**src/rtl/spi_master.sv**
```systemverilog
// rtl/spi_master.sv - SPI mode-0 initiator, one WIDTH-bit word per start, MSB first
//
// Purpose:
//   Serialises tx_data_i on mosi_o while capturing miso_i, with sclk_o
//   derived from clk_i by counting CLK_DIV cycles per half-period.
//   The transfer runs IDLE -> SETUP -> SHIFT -> HOLD -> GAP -> IDLE.
//   Each of SETUP, HOLD and GAP lasts CLK_DIV cycles. SHIFT lasts
//   2*WIDTH half-periods, starting with sclk high.
//
// Parameters:
//   WIDTH   - bits per transfer (>= 1)
//   CLK_DIV - clk cycles per sclk half-period; also the setup/hold/gap length (>= 1)
//
// Ports:
//   clk_i      in   system clock, rising edge
//   rst_i      in   synchronous reset, active high
//   start_i    in   transfer request, sampled only while busy_o = 0
//   tx_data_i  in   word to send, latched on the accepting cycle
//   busy_o     out  high from the cycle after acceptance until the gap completes
//   done_o     out  one-cycle pulse; rx_data_o is valid from this cycle
//   rx_data_o  out  last received word, held until the next done_o
//   sclk_o     out  SPI clock, idle low
//   mosi_o     out  serial data out, MSB first
//   ce0_o      out  chip enable, active low
//   miso_i     in   serial data in, treated as synchronous to clk_i
//
// Configuration:
//   SPI_MASTER_LOOPBACK_EN - when defined, the receive shifter samples the
//   internal mosi register instead of miso_i. rx_data_o then equals the
//   accepted word after every transfer. Pin behaviour is unchanged.

module spi_master #(
    parameter int WIDTH   = 8,
    parameter int CLK_DIV = 2
) (
    input  logic             clk_i,
    input  logic             rst_i,
    input  logic             start_i,
    input  logic [WIDTH-1:0] tx_data_i,
    output logic             busy_o,
    output logic             done_o,
    output logic [WIDTH-1:0] rx_data_o,
    output logic             sclk_o,
    output logic             mosi_o,
    output logic             ce0_o,
    input  logic             miso_i
);

    localparam int DIV_W  = (CLK_DIV > 1) ? $clog2(CLK_DIV) : 1;
    localparam int HALF_W = $clog2(2 * WIDTH);

    localparam logic [DIV_W-1:0]  DIV_LAST     = DIV_W'(CLK_DIV - 1);
    localparam logic [HALF_W-1:0] HALF_LAST    = HALF_W'(2 * WIDTH - 1);
    // Index of the final high half-period; no new mosi bit follows its fall.
    localparam logic [HALF_W-1:0] HALF_LAST_HI = HALF_W'(2 * WIDTH - 2);

    typedef enum logic [2:0] {
        S_IDLE,
        S_SETUP,
        S_SHIFT,
        S_HOLD,
        S_GAP
    } state_t;

    state_t             state_q,   state_d;
    logic [DIV_W-1:0]   div_q,     div_d;
    logic [HALF_W-1:0]  half_q,    half_d;
    logic [WIDTH-1:0]   tx_sr_q,   tx_sr_d;
    logic [WIDTH-1:0]   rx_sr_q,   rx_sr_d;
    logic [WIDTH-1:0]   rx_data_q, rx_data_d;
    logic               sclk_q,    sclk_d;
    logic               mosi_q,    mosi_d;
    logic               ce0_q,     ce0_d;
    logic               busy_q,    busy_d;
    logic               done_q,    done_d;

    logic               div_end;
    logic               rx_in;
    logic [WIDTH-1:0]   tx_shifted;

`ifdef SPI_MASTER_LOOPBACK_EN
    // miso_i is folded in with a zero mask so the pin stays connected
    // but cannot influence the received word.
    assign rx_in = mosi_q | (miso_i & 1'b0);
`else
    assign rx_in = miso_i;
`endif

    assign div_end    = (div_q == DIV_LAST);
    assign tx_shifted = tx_sr_q << 1;

    always_ff @(posedge clk_i) begin
        if (rst_i) begin
            state_q   <= S_IDLE;
            div_q     <= '0;
            half_q    <= '0;
            tx_sr_q   <= '0;
            rx_sr_q   <= '0;
            rx_data_q <= '0;
            sclk_q    <= 1'b0;
            mosi_q    <= 1'b0;
            ce0_q     <= 1'b1;
            busy_q    <= 1'b0;
            done_q    <= 1'b0;
        end else begin
            state_q   <= state_d;
            div_q     <= div_d;
            half_q    <= half_d;
            tx_sr_q   <= tx_sr_d;
            rx_sr_q   <= rx_sr_d;
            rx_data_q <= rx_data_d;
            sclk_q    <= sclk_d;
            mosi_q    <= mosi_d;
            ce0_q     <= ce0_d;
            busy_q    <= busy_d;
            done_q    <= done_d;
        end
    end

    always_comb begin
        state_d   = state_q;
        div_d     = div_q;
        half_d    = half_q;
        tx_sr_d   = tx_sr_q;
        rx_sr_d   = rx_sr_q;
        rx_data_d = rx_data_q;
        sclk_d    = sclk_q;
        mosi_d    = mosi_q;
        ce0_d     = ce0_q;
        busy_d    = busy_q;
        done_d    = 1'b0;

        case (state_q)
            S_IDLE: begin
                ce0_d  = 1'b1;
                sclk_d = 1'b0;
                busy_d = 1'b0;
                div_d  = '0;
                half_d = '0;
                if (start_i) begin
                    tx_sr_d = tx_data_i;
                    mosi_d  = tx_data_i[WIDTH-1];
                    ce0_d   = 1'b0;
                    busy_d  = 1'b1;
                    state_d = S_SETUP;
                end
            end

            S_SETUP: begin
                div_d = div_q + DIV_W'(1);
                if (div_end) begin
                    div_d   = '0;
                    sclk_d  = 1'b1;
                    state_d = S_SHIFT;
                end
            end

            S_SHIFT: begin
                div_d = div_q + DIV_W'(1);
                if (div_end) begin
                    div_d  = '0;
                    half_d = half_q + HALF_W'(1);
                    if (!half_q[0]) begin
                        // End of a high half: capture, drop sclk, and
                        // present the next bit unless this was the last one.
                        rx_sr_d = (rx_sr_q << 1) | WIDTH'(rx_in);
                        sclk_d  = 1'b0;
                        if (half_q != HALF_LAST_HI) begin
                            tx_sr_d = tx_shifted;
                            mosi_d  = tx_shifted[WIDTH-1];
                        end
                    end else if (half_q == HALF_LAST) begin
                        half_d  = '0;
                        state_d = S_HOLD;
                    end else begin
                        sclk_d = 1'b1;
                    end
                end
            end

            S_HOLD: begin
                div_d = div_q + DIV_W'(1);
                if (div_end) begin
                    div_d     = '0;
                    ce0_d     = 1'b1;
                    done_d    = 1'b1;
                    rx_data_d = rx_sr_q;
                    state_d   = S_GAP;
                end
            end

            S_GAP: begin
                div_d = div_q + DIV_W'(1);
                if (div_end) begin
                    div_d   = '0;
                    busy_d  = 1'b0;
                    state_d = S_IDLE;
                end
            end

            default: begin
                state_d = S_IDLE;
            end
        endcase
    end

    assign busy_o    = busy_q;
    assign done_o    = done_q;
    assign rx_data_o = rx_data_q;
    assign sclk_o    = sclk_q;
    assign mosi_o    = mosi_q;
    assign ce0_o     = ce0_q;

endmodule

```
**config.mk**
```make
export PLATFORM = sky130hd
export DESIGN_NAME = spi_master
export DESIGN_NICKNAME = d
export VERILOG_FILES = /design/src/rtl/spi_master.sv
export SDC_FILE = /design/constraint.sdc
export NUM_CORES = 1
export LEC_CHECK = 0
export BUFFER_PORTS_ARGS = -buffer_cell sky130_fd_sc_hd__buf_2
export CORE_AREA = 4 4 71 57
export CTS_CLUSTER_SIZE = 40
export DETAILED_ROUTE_END_ITERATION = 12
export DIE_AREA = 0 0 75 61
export GPL_TIMING_DRIVEN = 0
export PLACE_DENSITY = 0.66
export SLEW_MARGIN = 15
export SYNTH_ARGS = -nofsm -noshare
export SYNTH_HDL_FRONTEND = slang
export SYNTH_SLANG_ARGS = --single-unit
export TNS_END_PERCENT = 50
```
**constraint.sdc**
```tcl
create_clock -name clk_i -period 2 [get_ports clk_i]
set_input_delay 0.4 -clock clk_i [delete_from_list [all_inputs] [get_ports clk_i]]
set_output_delay 0.4 -clock clk_i [all_outputs]
set_load 0.02 [all_outputs]
```
==> summary by stage <==
Yosys
The share of the Yosys chip area taken by registers is 0.463. The mean cell area of the mapped netlist is between 8 and 9 um^2. The number of different library cells used by synthesis comes to 35. In this run, synthesis produced a sequential element count of 36. The async set or reset register ratio after synthesis is 0.

The summed instance area of the synthesized netlist is roughly 1600 um^2. The synthesized design contains 0 enable-type register cells. The Yosys step of the flow raised 0 warnings. Synthesis produced ~170 cells.

The most common flop cell mapped by yosys is dfxtp_1. Counting every net in the synthesized netlist gives about 190.

Global route
The number of antenna violations at the first check in global routing is 0. The number of global-route vias before repair is 1251. The pin count of the biggest net entering global routing is 13. The global-route wire length before repair is roughly 5.7 mm. The remaining global-route overflow is 0. In the global route stage, overall resource usage came out at 0.166.

Detailed routing
In this run, the number of DRC markers left after iteration 0 of detailed routing was 70. Before antenna repair, the detailed router went through 4 iterations. Dividing the detail-routed wire length by the instance count gives between 10 and 15 um. After detailed routing, the number of vias per cell comes to roughly 5.3. The final layout contains routed wiring with a total length of between 3 and 4 mm. The remaining design rule violation count is 0. The residual antenna-violating net count after detailed routing is 0. The vias after detailed routing is between 1000 and 1500.

Floorplanning
The die span in y is about 60 um. The area of the core is ~3300 um^2. The cell row count is 18. The width of the die is between 70 and 80 um. The die covers approximately 4600 um^2. The count of pins on the block boundary is 25.

The effective utilization at floorplan is 0.477.

Finish
The net total in the final layout is around 220. The relative area change from synthesis to final layout is 17.8%. In the final layout, the share of cells above drive strength 1 is 0.210. The finished layout holds 245 standard cells, fillers aside.

The post-route standard cell area excluding fillers is 1830 um^2. The antenna cell count is 0.

Min path
The number of cells traversed by the worst hold path is 3. The terminating pin of the worst hold path is rx_sr_q[0]. The path class of the tightest hold or removal check is input port to flip-flop.

The worst hold path begins at miso_i.

STA
The final-report setup violation count is 0. Setup repair after global routing left no endpoint under its margin. The final cycle utilization of the critical path is 0.871. The slew at the pin closest to its max-slew limit is roughly 0.63 ns.

The worst setup margin is between 0.2 and 0.3 ns. The setup skew after layout is a little over 0.005 ns. The final-report hold violation count was 0. For this run, the top clock speed supported by timing is approximately 570 MHz. Setup total negative slack on the finished layout was measured at 0 ns. The max-slew violation count is 0. The worst path in the final design needs a cycle of between 1.5 and 2 ns, including I/O delays and setup. The tightest slew margin relative to the limit is 0.580.

Setup path
The top fanout value on the critical path is 10. In this run the critical register-to-register path is launched from half_q[0]. The critical path in this run is classified as flip-flop to flip-flop.

The worst endpoint required time is about 2.2 ns. STA classifies the critical path startpoint as a flip-flop. The internal reg-to-reg setup slack is ~0.26 ns.

The category of the worst setup path capture point is a flip-flop. The cell count of the worst reg-to-reg path is 7. The endpoint arrival time on the critical path is ~2 ns.

The worst register-to-register path ends at tx_sr_q[6].

Clock network
The clock slew seen by the registers of the worst setup and hold paths is ~0.07 ns. The hold buffer count at cts is 0. The clock latency of the later-clocked register in the worst-skew pair is 0.29 ns. The tree built by TritonCTS fans out to 36 sinks. After clock tree synthesis, the repair step resized 0 gates. The cell sitting at the root of the clock tree is a clkbuf_8. TritonCTS built the clock tree.

The H-tree was split into 2 levels. The deepest clock path buffer count is 2. The number of clock buffers inserted by TritonCTS is 5. Post-CTS timing repair inserted 0 buffers for setup.

Place
Port buffering added 23 buffers. At the end of routability-driven placement, the weighted congestion stood at between 0.8 and 0.9. Timing analysis after detailed placement gives a worst setup slack of 0.298 ns.

Detailed placement ended at an HPWL of 2.36 mm. In this run the cell area measured after placement is roughly 1700 um^2. Including well taps, the total number of placed cells is about 240.

Power
Power spread over the standard cell area amounts to around 840 nW/um^2. The standby leakage power is between 0.0006 and 0.0007 uW. The net switching component of the power is between 300 and 400 uW. Of the total power, combinational logic draws 0.097. The worst-case IR drop observed on VDD is ~500 uV.

The clock network fraction of total power is 0.411. Of the total power, the share spent switching nets is 0.239. The internal portion of the total power is between 1000 and 1500 uW. Of the total power, registers draw 0.492.

Flow run
The tool flagged a number of max-cap violations equal to 0.

Outcome
The run finished with clean final reports.
==> registers in the layout (all words and copies together), names as in the netlist <==
| signal | count |
|---|---|
| rx_data_o | 8 |
| rx_sr_q | 8 |
| tx_sr_q | 7 |
| half_q | 4 |
| state_q | 3 |
| busy_o | 1 |
| ce0_o | 1 |
| div_end | 1 |
| done_o | 1 |
| mosi_o | 1 |
| sclk_o | 1 |
==> power groups by stage <==
stage	Combinational [uW]	Clock (uW)	Sequential, uW
3_5_place_dp	149	0	772
3_3_place_gp	145	0	770
4_1_cts	150	653	755
6_report	149	632	755
5_1_grt	169	680	758
2_1_floorplan	101	0	778
==> per-layer routing <==
metal	up-vias	part of all wire	track usage	routed length, um
li1	668	-	-	-
met1	591	0.49	0.219	1610
met2	29	0.44	0.253	1450
met3	8	0.047	0.0447	155
met4	0	0.017	0.0736	55
met5	-	0	0	0
==> stage by stage <==
step / hold WS, ns / utilization / power, uW
after floorplan: 0.431 / - / 879
after global placement: 0.440 / 0.528 / 916
after detailed placement: 0.445 / 0.528 / 921
after CTS: 0.348 / 0.562 / 1560
after global routing: 0.382 / 0.562 / 1610
final: 0.351 / 0.562 / 1540
==> kinds of logic after synthesis <==
| logic type | count (synthesis) | synth area share |
|---|---|---|
| and+or+nand+nor | 68 | 0.212 |
| AOI/OAI and AO/OA | 36 | 0.151 |
| DFF | 36 | 0.463 |
| buffers and inverters | 15 | 0.0506 |
| muxes | 15 | 0.0964 |
| xor gates and xnor gates | 2 | 0.0112 |
| adders and majority gates | 2 | 0.0161 |
==> critical path: stages (launching register included) <==
cell and delay (ns):
dfxtp_1 0.46, inv_1 0.10, ha_1 0.21, nand4_1 0.09, o211a_1 0.26, buf_2 0.26, nor2_1 0.06, a211oi_1 0.20
==> final cells by class <==
cell class / instances / area (um^2)
inverter: 3 / 16.3
fill: 300 / 1430
timing repair buffer: 23 / 115
buffer: 12 / 62.6
clock buffer: 5 / 68.8
sequential: 36 / 721
clock inverter: 3 / 42.5
tap: 40 / 50.0
multi-input combinational: 123 / 758
==> cells in the mapped netlist (2+ instances only) <==
library cell | number | area share
buf_2 | 2 | 0.0064
mux2i_1 | 15 | 0.096
a211oi_2 | 3 | 0.024
nand2_1 | 22 | 0.053
nor3_1 | 5 | 0.016
a211oi_1 | 4 | 0.019
o31ai_1 | 2 | 0.0096
nand4_1 | 3 | 0.012
o21ai_0 | 4 | 0.013
buf_6 | 2 | 0.014
inv_1 | 2 | 0.0048
and3b_2 | 2 | 0.013
ha_1 | 2 | 0.016
nand2b_1 | 2 | 0.0080
nor2_1 | 22 | 0.053
a21oi_1 | 18 | 0.058
clkbuf_1 | 8 | 0.019
dfxtp_1 | 36 | 0.46
and2_1 | 2 | 0.0080
nand3_1 | 3 | 0.0096
==> layout by cell type (no fill, tap or decap), types with 2 or more instances in the layout <==
master     n
clkbuf_8   5
mux2i_1   15
a211oi_2   3
nand4_1    3
buf_2     25
nor3_1     5
buf_6      2
and3b_2    2
nor2_1    22
clkbuf_1   8
dfxtp_1   36
inv_1      2
o31ai_1    2
nand2_1   22
o21ai_0    4
a21oi_1   18
a211oi_1   4
and2_1     2
ha_1       2
nand3_1    3
nand2b_1   2
==> worst max path at each step <==
stage	cells past startpoint	slack [ns]	endpoint	start
2_1_floorplan	7	0.55	mosi_o	half_q[0]
3_3_place_gp	7	0.35	tx_sr_q[6]	half_q[0]
3_5_place_dp	7	0.30	tx_sr_q[6]	half_q[0]
4_1_cts	7	0.28	tx_sr_q[6]	half_q[0]
5_1_grt	7	0.06	tx_sr_q[6]	half_q[0]
6_report	7	0.26	tx_sr_q[6]	half_q[0]
Power figures use the tool's default switching activity.
